`src/rtl/mem_stage_if.sv`:
```
// mem_stage_if: EX->MEM, MEM->WB, data-SRAM response and forwarding signals of the memory stage
//   slave  : seen from mem_stage (EX/WB/SRAM-side inputs, MEM outputs)
//   master : seen from the surrounding pipeline
//   ex_to_mem_valid/mem_allowin     EX->MEM handshake
//   in_*                            instruction fields latched from EX
//   data_sram_data_ok/rdata         SRAM response
//   flush, wb_allowin               control from WB
//   mem_to_wb_valid/out_*           instruction handed to WB
//   mem_to_ex_bus                   {excep, ertn} status for EX
//   mem_fwd_*                       forwarding/stall info for ID
interface mem_stage_if #(
    parameter int PC_W   = 32,
    parameter int DATA_W = 32
);
    logic              ex_to_mem_valid;
    logic              mem_allowin;
    logic [PC_W-1:0]   in_pc;
    logic              in_rf_we;
    logic [4:0]        in_rf_waddr;
    logic [DATA_W-1:0] in_alu_result;
    logic              in_mem_req;
    logic              in_res_from_mem;
    logic              in_ld_b;
    logic              in_ld_h;
    logic              in_ld_u;
    logic              in_excep_en;
    logic              in_ertn;
    logic              data_sram_data_ok;
    logic [DATA_W-1:0] data_sram_rdata;
    logic              flush;
    logic              wb_allowin;
    logic              mem_to_wb_valid;
    logic [PC_W-1:0]   out_pc;
    logic              out_rf_we;
    logic [4:0]        out_rf_waddr;
    logic [DATA_W-1:0] out_rf_wdata;
    logic              out_excep_en;
    logic              out_ertn;
    logic [1:0]        mem_to_ex_bus;
    logic              mem_fwd_we;
    logic [4:0]        mem_fwd_waddr;
    logic [DATA_W-1:0] mem_fwd_wdata;
    logic              mem_fwd_busy;

    modport slave (
        input  ex_to_mem_valid, in_pc, in_rf_we, in_rf_waddr, in_alu_result, in_mem_req,
               in_res_from_mem, in_ld_b, in_ld_h, in_ld_u, in_excep_en, in_ertn,
               data_sram_data_ok, data_sram_rdata, flush, wb_allowin,
        output mem_allowin, mem_to_wb_valid, out_pc, out_rf_we, out_rf_waddr, out_rf_wdata,
               out_excep_en, out_ertn, mem_to_ex_bus, mem_fwd_we, mem_fwd_waddr,
               mem_fwd_wdata, mem_fwd_busy
    );

    modport master (
        output ex_to_mem_valid, in_pc, in_rf_we, in_rf_waddr, in_alu_result, in_mem_req,
               in_res_from_mem, in_ld_b, in_ld_h, in_ld_u, in_excep_en, in_ertn,
               data_sram_data_ok, data_sram_rdata, flush, wb_allowin,
        input  mem_allowin, mem_to_wb_valid, out_pc, out_rf_we, out_rf_waddr, out_rf_wdata,
               out_excep_en, out_ertn, mem_to_ex_bus, mem_fwd_we, mem_fwd_waddr,
               mem_fwd_wdata, mem_fwd_busy
    );
endinterface

```
`src/rtl/mem_stage.sv`:
```
// mem_stage: memory-access pipeline stage (waits for data_ok, extends load data, hands off to WB)
//   clk     clock
//   resetn  synchronous active-low reset
//   bus     mem_stage_if.slave: EX/WB handshakes, SRAM response, forwarding outputs
//   Optional: define MEM_LOAD_FWD_EN to forward completed load data from MEM.
module mem_stage #(
    parameter int PC_W            = 32,
    parameter int DATA_W          = 32,
    parameter int MAX_OUTSTANDING = 2
) (
    input logic       clk,
    input logic       resetn,
    mem_stage_if.slave bus
);
    localparam int CW = $clog2(MAX_OUTSTANDING + 1);
    localparam logic [CW-1:0] CMAX = CW'(MAX_OUTSTANDING);

    logic              valid, rf_we, mem_req, res_from_mem, ld_b, ld_h, ld_u, excep_en, ertn;
    logic              data_ok_seen;
    logic [PC_W-1:0]   pc;
    logic [4:0]        rf_waddr;
    logic [DATA_W-1:0] alu_result, rdata_buf;
    logic [CW-1:0]     cancel_cnt;
    logic              live_ok, drop, cancel_inc, ready_go, enter;
    logic [DATA_W-1:0] src, ld_data;
    logic [7:0]        byte_d;
    logic [15:0]       half_d;

    // a response belongs to the current instruction only once all stale ones are drained
    assign live_ok    = bus.data_sram_data_ok && cancel_cnt == '0;
    assign drop       = bus.data_sram_data_ok && cancel_cnt != '0;
    // the flushed instruction still owes a response unless it arrives this very cycle
    assign cancel_inc = bus.flush && valid && mem_req && !data_ok_seen && !live_ok;
    assign ready_go   = !mem_req || data_ok_seen || live_ok;
    assign bus.mem_allowin = !valid || (ready_go && bus.wb_allowin);
    assign enter      = bus.ex_to_mem_valid && bus.mem_allowin;

    always_ff @(posedge clk) begin
        if (!resetn) begin
            valid        <= 1'b0;
            pc           <= '0;
            rf_we        <= 1'b0;
            rf_waddr     <= '0;
            alu_result   <= '0;
            mem_req      <= 1'b0;
            res_from_mem <= 1'b0;
            ld_b         <= 1'b0;
            ld_h         <= 1'b0;
            ld_u         <= 1'b0;
            excep_en     <= 1'b0;
            ertn         <= 1'b0;
            data_ok_seen <= 1'b0;
            rdata_buf    <= '0;
            cancel_cnt   <= '0;
        end else begin
            if (bus.flush)
                valid <= 1'b0;
            else if (bus.mem_allowin)
                valid <= bus.ex_to_mem_valid;
            if (enter) begin
                pc           <= bus.in_pc;
                rf_we        <= bus.in_rf_we && !bus.in_excep_en;
                rf_waddr     <= bus.in_rf_waddr;
                alu_result   <= bus.in_alu_result;
                mem_req      <= bus.in_mem_req;
                res_from_mem <= bus.in_res_from_mem;
                ld_b         <= bus.in_ld_b;
                ld_h         <= bus.in_ld_h;
                ld_u         <= bus.in_ld_u;
                excep_en     <= bus.in_excep_en;
                ertn         <= bus.in_ertn;
                data_ok_seen <= 1'b0;
            end else if (valid && mem_req && !data_ok_seen && live_ok && !bus.wb_allowin) begin
                data_ok_seen <= 1'b1;
                rdata_buf    <= bus.data_sram_rdata;
            end
            if (cancel_inc && !drop && cancel_cnt != CMAX)
                cancel_cnt <= cancel_cnt + 1'b1;
            else if (drop && !cancel_inc)
                cancel_cnt <= cancel_cnt - 1'b1;
        end
    end

    cancel_sat: assert property (@(posedge clk) disable iff (!resetn) cancel_cnt != CMAX);

    always_comb begin
        src     = data_ok_seen ? rdata_buf : bus.data_sram_rdata;
        byte_d  = src[{alu_result[1:0], 3'b000} +: 8];
        half_d  = src[{alu_result[1], 4'b0000} +: 16];
        ld_data = ld_b ? {{(DATA_W-8){byte_d[7] && !ld_u}}, byte_d} :
                  ld_h ? {{(DATA_W-16){half_d[15] && !ld_u}}, half_d} : src;
    end

    assign bus.mem_to_wb_valid = valid && ready_go;
    assign bus.out_pc          = pc;
    assign bus.out_rf_we       = rf_we;
    assign bus.out_rf_waddr    = rf_waddr;
    assign bus.out_rf_wdata    = res_from_mem ? ld_data : alu_result;
    assign bus.out_excep_en    = excep_en;
    assign bus.out_ertn        = ertn;
    assign bus.mem_to_ex_bus   = {excep_en && valid, ertn && valid};
    assign bus.mem_fwd_we      = valid && rf_we;
    assign bus.mem_fwd_waddr   = rf_waddr;
`ifdef MEM_LOAD_FWD_EN
    assign bus.mem_fwd_wdata   = (res_from_mem && ready_go) ? ld_data : alu_result;
    assign bus.mem_fwd_busy    = valid && res_from_mem && !ready_go;
`else
    // loads forward from WB only
    assign bus.mem_fwd_wdata   = alu_result;
    assign bus.mem_fwd_busy    = valid && res_from_mem;
`endif
endmodule

```
`src/flat_wrapper.sv`:
```
// flat-port wrapper written by rule: the top's interface ports become plain ports
module mem_stage_flat 
#(
    parameter int PC_W            = 32,
    parameter int DATA_W          = 32,
    parameter int MAX_OUTSTANDING = 2
)
  (clk, resetn, bus_ex_to_mem_valid, bus_in_pc, bus_in_rf_we, bus_in_rf_waddr, bus_in_alu_result, bus_in_mem_req, bus_in_res_from_mem, bus_in_ld_b, bus_in_ld_h, bus_in_ld_u, bus_in_excep_en, bus_in_ertn, bus_data_sram_data_ok, bus_data_sram_rdata, bus_flush, bus_wb_allowin, bus_mem_allowin, bus_mem_to_wb_valid, bus_out_pc, bus_out_rf_we, bus_out_rf_waddr, bus_out_rf_wdata, bus_out_excep_en, bus_out_ertn, bus_mem_to_ex_bus, bus_mem_fwd_we, bus_mem_fwd_waddr, bus_mem_fwd_wdata, bus_mem_fwd_busy);
  mem_stage_if #(.PC_W(PC_W), .DATA_W(DATA_W)) bus_i ();
  input logic clk;
  input logic resetn;
  input wire logic [$bits(bus_i.ex_to_mem_valid)-1:0] bus_ex_to_mem_valid;
  input wire logic [$bits(bus_i.in_pc)-1:0] bus_in_pc;
  input wire logic [$bits(bus_i.in_rf_we)-1:0] bus_in_rf_we;
  input wire logic [$bits(bus_i.in_rf_waddr)-1:0] bus_in_rf_waddr;
  input wire logic [$bits(bus_i.in_alu_result)-1:0] bus_in_alu_result;
  input wire logic [$bits(bus_i.in_mem_req)-1:0] bus_in_mem_req;
  input wire logic [$bits(bus_i.in_res_from_mem)-1:0] bus_in_res_from_mem;
  input wire logic [$bits(bus_i.in_ld_b)-1:0] bus_in_ld_b;
  input wire logic [$bits(bus_i.in_ld_h)-1:0] bus_in_ld_h;
  input wire logic [$bits(bus_i.in_ld_u)-1:0] bus_in_ld_u;
  input wire logic [$bits(bus_i.in_excep_en)-1:0] bus_in_excep_en;
  input wire logic [$bits(bus_i.in_ertn)-1:0] bus_in_ertn;
  input wire logic [$bits(bus_i.data_sram_data_ok)-1:0] bus_data_sram_data_ok;
  input wire logic [$bits(bus_i.data_sram_rdata)-1:0] bus_data_sram_rdata;
  input wire logic [$bits(bus_i.flush)-1:0] bus_flush;
  input wire logic [$bits(bus_i.wb_allowin)-1:0] bus_wb_allowin;
  output wire logic [$bits(bus_i.mem_allowin)-1:0] bus_mem_allowin;
  output wire logic [$bits(bus_i.mem_to_wb_valid)-1:0] bus_mem_to_wb_valid;
  output wire logic [$bits(bus_i.out_pc)-1:0] bus_out_pc;
  output wire logic [$bits(bus_i.out_rf_we)-1:0] bus_out_rf_we;
  output wire logic [$bits(bus_i.out_rf_waddr)-1:0] bus_out_rf_waddr;
  output wire logic [$bits(bus_i.out_rf_wdata)-1:0] bus_out_rf_wdata;
  output wire logic [$bits(bus_i.out_excep_en)-1:0] bus_out_excep_en;
  output wire logic [$bits(bus_i.out_ertn)-1:0] bus_out_ertn;
  output wire logic [$bits(bus_i.mem_to_ex_bus)-1:0] bus_mem_to_ex_bus;
  output wire logic [$bits(bus_i.mem_fwd_we)-1:0] bus_mem_fwd_we;
  output wire logic [$bits(bus_i.mem_fwd_waddr)-1:0] bus_mem_fwd_waddr;
  output wire logic [$bits(bus_i.mem_fwd_wdata)-1:0] bus_mem_fwd_wdata;
  output wire logic [$bits(bus_i.mem_fwd_busy)-1:0] bus_mem_fwd_busy;
  assign bus_i.ex_to_mem_valid = bus_ex_to_mem_valid;
  assign bus_i.in_pc = bus_in_pc;
  assign bus_i.in_rf_we = bus_in_rf_we;
  assign bus_i.in_rf_waddr = bus_in_rf_waddr;
  assign bus_i.in_alu_result = bus_in_alu_result;
  assign bus_i.in_mem_req = bus_in_mem_req;
  assign bus_i.in_res_from_mem = bus_in_res_from_mem;
  assign bus_i.in_ld_b = bus_in_ld_b;
  assign bus_i.in_ld_h = bus_in_ld_h;
  assign bus_i.in_ld_u = bus_in_ld_u;
  assign bus_i.in_excep_en = bus_in_excep_en;
  assign bus_i.in_ertn = bus_in_ertn;
  assign bus_i.data_sram_data_ok = bus_data_sram_data_ok;
  assign bus_i.data_sram_rdata = bus_data_sram_rdata;
  assign bus_i.flush = bus_flush;
  assign bus_i.wb_allowin = bus_wb_allowin;
  assign bus_mem_allowin = bus_i.mem_allowin;
  assign bus_mem_to_wb_valid = bus_i.mem_to_wb_valid;
  assign bus_out_pc = bus_i.out_pc;
  assign bus_out_rf_we = bus_i.out_rf_we;
  assign bus_out_rf_waddr = bus_i.out_rf_waddr;
  assign bus_out_rf_wdata = bus_i.out_rf_wdata;
  assign bus_out_excep_en = bus_i.out_excep_en;
  assign bus_out_ertn = bus_i.out_ertn;
  assign bus_mem_to_ex_bus = bus_i.mem_to_ex_bus;
  assign bus_mem_fwd_we = bus_i.mem_fwd_we;
  assign bus_mem_fwd_waddr = bus_i.mem_fwd_waddr;
  assign bus_mem_fwd_wdata = bus_i.mem_fwd_wdata;
  assign bus_mem_fwd_busy = bus_i.mem_fwd_busy;
  mem_stage #(.PC_W(PC_W), .DATA_W(DATA_W), .MAX_OUTSTANDING(MAX_OUTSTANDING)) u_core (.clk(clk), .resetn(resetn), .bus(bus_i));
endmodule
```
`config.mk`:
```
export PLATFORM = sky130hd
export DESIGN_NAME = mem_stage_flat
export DESIGN_NICKNAME = d
export VERILOG_FILES = /design/src/rtl/mem_stage_if.sv /design/src/rtl/mem_stage.sv /design/src/flat_wrapper.sv
export SDC_FILE = /design/constraint.sdc
export NUM_CORES = 1
export LEC_CHECK = 0
export CAP_MARGIN = 0
export CORE_MARGIN = 1
export CORE_UTILIZATION = 64
export DETAILED_ROUTE_END_ITERATION = 7
export DONT_BUFFER_PORTS = 1
export PLACE_DENSITY = 0.85
export SYNTH_ARGS = -nofsm -noshare
export SYNTH_HDL_FRONTEND = slang
export SYNTH_SLANG_ARGS = --single-unit
```
`constraint.sdc`:
```
create_clock -name clk -period 2.25 [get_ports clk]
set_input_delay 0.45 -clock clk [delete_from_list [all_inputs] [get_ports clk]]
set_output_delay 0.45 -clock clk [all_outputs]
set_load 0.02 [all_outputs]
```
==> impl_results.md, run 1 <==
* Run status: finished with violations
* Violations in the final reports: setup timing
* Buffers and inverters on the worst path at 1
* CTS buffer count at 17
* Worst setup SP type: register
* Compound-Gate Fraction of Synth Area at 0.168
* Buffer cell driving the clock tree root: clkbuf_8
* Post-synthesis sequential element count at 113
* Async S/R FF share, synth at 0
* Placed Instance Area at 0.00613 mm^2
* Fin area at 0.00729 mm^2
* Multiplexer share of the synthesized area at 0.154
* Pin count of the biggest net entering global routing at 47
* Worst-path cell chain: mux4_2 > a31o_4 > o221ai_2 > nand2_1 > buf_6
* Total via count after detailed routing at 5854
* Most frequent cells in the layout: nand2_1, a21oi_1, dfxtp_1
* Nature of the critical path endpoint: output port
* Net count of the mapped netlist at 845
* Worst Max-Slew Pin Slew at 0.457 ns
* Die width at 97.0 um
* Simple logic cell fraction of the synthesized area at 0.222
* Grt ovf at 0
* Detailed Place HPWL at 12400 um
* Final hold violation count at 0
* Leakage power figure at 0.00272 uW
* Die Area at 0.00942 mm^2
* Crit-path leading delay family: multiplexers
* Pre-CTS worst setup slack at 0.0805 ns
* First-pass GRT wire length at 28700 um
* Vias in the first global route at 5649
* Diodes inserted at 0
* Port bufs at 0
* Final min period at 2.66 ns
* Headroom to the max-slew limit at 0.694
* Fraction of power consumed by sequential logic at 0.389
* Gate count of the mapped netlist at 730
* H-tree depth at 4
* Power Density at 798 mW/mm^2
* Initial DRC Count at 684
* Setup slack of the critical path after layout at -0.412 ns
* Avg Inst Size Synth at 7.92 um^2
* Share of cells above drive strength 1 at 0.226
* Commonest non-fill, non-tap cell in the layout: nand2_1
* Critical path class: register to output port
* Arrival time of the worst setup path at 2.21 ns
* Effective utilization at floorplan at 0.663
* Filler cell count at 504
* CP max-delay cell: mux4_2
* Drt total wl at 19200 um
* Post-Syn Area at 0.00578 mm^2
* Via density at 6.61
* Antenna violations before repair at 0
* Internal power at 4150 uW
* Slowest stage delay, CP at 0.57 ns
* Max-Cap Viols at 0
* Number of top-level design ports at 230
* Overall routing resource usage at 0.389
* Count of distinct cell types in the synthesized netlist at 39
* Required @ worst endpoint at 1.80 ns
* Upper clock frequency limit at 0.376 GHz
* Pre-antenna DRT Iters at 5
* Clock tree from TritonCTS: done
* Dominant combinational cell family by area after synthesis: simple AND/OR/NAND/NOR gates
* Type of the most critical hold path: input port to register
* Maximum fanout count along the critical path at 8
* Layout Utilization at 0.836
* Core region area at 0.00872 mm^2
* Clock skew at 0.00452 ns
* DIE HEIGHT at 97.0 um
* XOR/XNOR Fraction of Synth Area at 0.00151
* Logic gate share of total power at 0.140
* Count of nets left with antenna violations after detail routing at 0
* Clk network pwr share at 0.471
* Relative area change from synthesis to final layout at 26.1%
* Placer congestion estimate at 0.917
* Period utilisation layout at 1.18
* Switching power of the nets at 1670 uW
* WL/cell at 21.6 um
* Syn. warnings at 0
* Sequential share of the synthesized area at 0.391
* Clock sink count at 113
* Post-route total power at 5820 uW
* Setup-violating endpoint count in the final report at 32
* Remaining DRCs at 0
* Num rows at 34
* Most used DFF post-synth: dfxtp_1
* Final count of pins violating max slew at 0
* Post-Synth Adder-Cell Area at 0
* Number of synthesized flops with an enable pin at 0
* Worst supply voltage drop on vdd at 0.477 mV
* Total number of nets in the final design at 880
* Clock slew seen by the registers of the worst setup and hold paths at 0.06 ns
* Clock Path Buffers at 2
* Clock network latency to the later pin of the worst-skew pair at 0.51 ns
* Switching portion of total power at 0.288
* Setup repair after global routing missed its margin: yes
-- worst register-to-register path: stages, from the launching register on --
cell      delay, ns
dfxtp_4        0.37
buf_12         0.14
buf_4          0.15
nand3b_1       0.31
o211ai_4       0.38
buf_4          0.39
nand2_1        0.14
a21oi_1        0.19
-- layout make-up --
class                   instances  area [um^2]  area share
repair buffers                 81          868       0.119
inverters                       6         23.8     0.00326
flip-flops and latches        113         2270       0.312
clock buffers                  18          418      0.0573
well taps                     108          135      0.0185
multi-input cells             546         3390       0.465
clock inverters                14          180      0.0247
-- timing repair --
item,4_1_cts,5_1_grt
pin swaps,35,22
endpoints found under the hold margin,1,0
setup endpoints to repair,32,34
gates cloned,5,0
gates resized for setup,55,30
hold buffers,1,0
setup buffers,9,1
-- cells by family (layout without fill, tap and decap cells) --
kind of cell | after synthesis | in the layout
and+or+nand+nor | 314 | 314
AOI/OAI and AO/OA | 165 | 166
DFF | 113 | 113
buffers and inverters | 72 | 119
muxes | 65 | 65
xor gates and xnor gates | 1 | 1
-- flip-flops by register name (all words and copies together), names as in the netlist, 2 cells and up --
name / cells
u_core.bus.mem_fwd_waddr: 5
u_core.bus.mem_fwd_wdata: 32
u_core.bus.out_pc: 32
u_core.cancel_cnt: 2
u_core.rdata_buf: 32
-- power by group through the flow --
stage | Clock, uW | Sequential, uW | Combinational [uW]
finish | 2740 | 2260 | 814
global placement | 0 | 2300 | 638
CTS | 2730 | 2260 | 750
detailed placement | 0 | 2300 | 657
floorplan | 0 | 2270 | 471
global route | 2830 | 2270 | 863
-- cells in the mapped netlist, drive strengths merged, types with 2 or more instances --
| master | instances | area [um^2] |
|---|---|---|
| o221ai | 16 | 140 |
| a211oi | 2 | 15.0 |
| nor3b | 2 | 20.0 |
| mux2i | 46 | 460 |
| mux4 | 19 | 428 |
| nand3 | 13 | 65.1 |
| o21ai | 8 | 40.0 |
| inv | 5 | 18.8 |
| buf | 33 | 224 |
| nor2b | 4 | 25.0 |
| nand4 | 2 | 12.5 |
| nand3b | 3 | 22.5 |
| nor2 | 23 | 86.3 |
| clkbuf | 33 | 124 |
| dfxtp | 113 | 2260 |
| a22oi | 22 | 165 |
| a21oi | 111 | 556 |
| nor3 | 4 | 25.0 |
| and2 | 5 | 33.8 |
| nand2b | 3 | 18.8 |
| nand2 | 251 | 942 |
-- worst paths after layout --
| check | from | to | slack (ns) | cells past startpoint |
|---|---|---|---|---|
| hold / removal | resetn | u_core.data_ok_seen$_SDFFE_PP0P_ | 0.06 | 2 |
| setup / recovery | u_core.bus.mem_fwd_wdata[1]$_SDFFE_PN0P_ | bus_out_rf_wdata[18] | -0.41 | 5 |
| hold reg to reg | u_core.rdata_buf[13]$_SDFFE_PN0P_ | u_core.rdata_buf[13]$_SDFFE_PN0P_ | 0.47 | 2 |
| setup reg to reg | u_core.data_ok_seen$_SDFFE_PP0P_ | u_core.bus.out_pc[5]$_SDFFE_PN0P_ | 0.11 | 7 |
-- metal layers --
layer,routed length (um),up-vias,track usage,part of all wire
met5,0,-,0,0
li1,-,2591,-,-
met4,972,0,0.185,0.051
met1,7040,2735,0.475,0.37
met3,1960,104,0.0975,0.10
met2,9210,424,0.644,0.48
-- metrics by stage --
stage / setup TNS [ns] / hold WS [ns] / instances
6_report: -10.83 / 0.0613 / 886
5_1_grt: -12.66 / 0.0587 / 886
4_1_cts: -9.71 / 0.0551 / 885
3_5_place_dp: 0 / 0.465 / 838
3_3_place_gp: 0 / 0.449 / 838
2_1_floorplan: 0 / 0.443 / 730
Power figures use the tool's default switching activity.
==> inputs of run 2 (changes only) <==
--- a/config.mk
+++ b/config.mk
@@ -10,7 +10,9 @@
 export CORE_UTILIZATION = 64
 export DETAILED_ROUTE_END_ITERATION = 7
 export DONT_BUFFER_PORTS = 1
+export GPL_ROUTABILITY_DRIVEN = 1
 export PLACE_DENSITY = 0.85
+export SLEW_MARGIN = 0
 export SYNTH_ARGS = -nofsm -noshare
 export SYNTH_HDL_FRONTEND = slang
 export SYNTH_SLANG_ARGS = --single-unit
==> results of run 2 <==
Final layout, timing and power as in run 1 (identical DEF).
==> inputs of run 3 (changes only) <==
--- a/config.mk
+++ b/config.mk
@@ -8,6 +8,7 @@
 export CAP_MARGIN = 0
 export CORE_MARGIN = 1
 export CORE_UTILIZATION = 64
+export CTS_CLUSTER_SIZE = 12
 export DETAILED_ROUTE_END_ITERATION = 7
 export DONT_BUFFER_PORTS = 1
 export GPL_ROUTABILITY_DRIVEN = 1
==> results of run 3 <==
Final layout, timing and power as in run 1 (identical DEF).
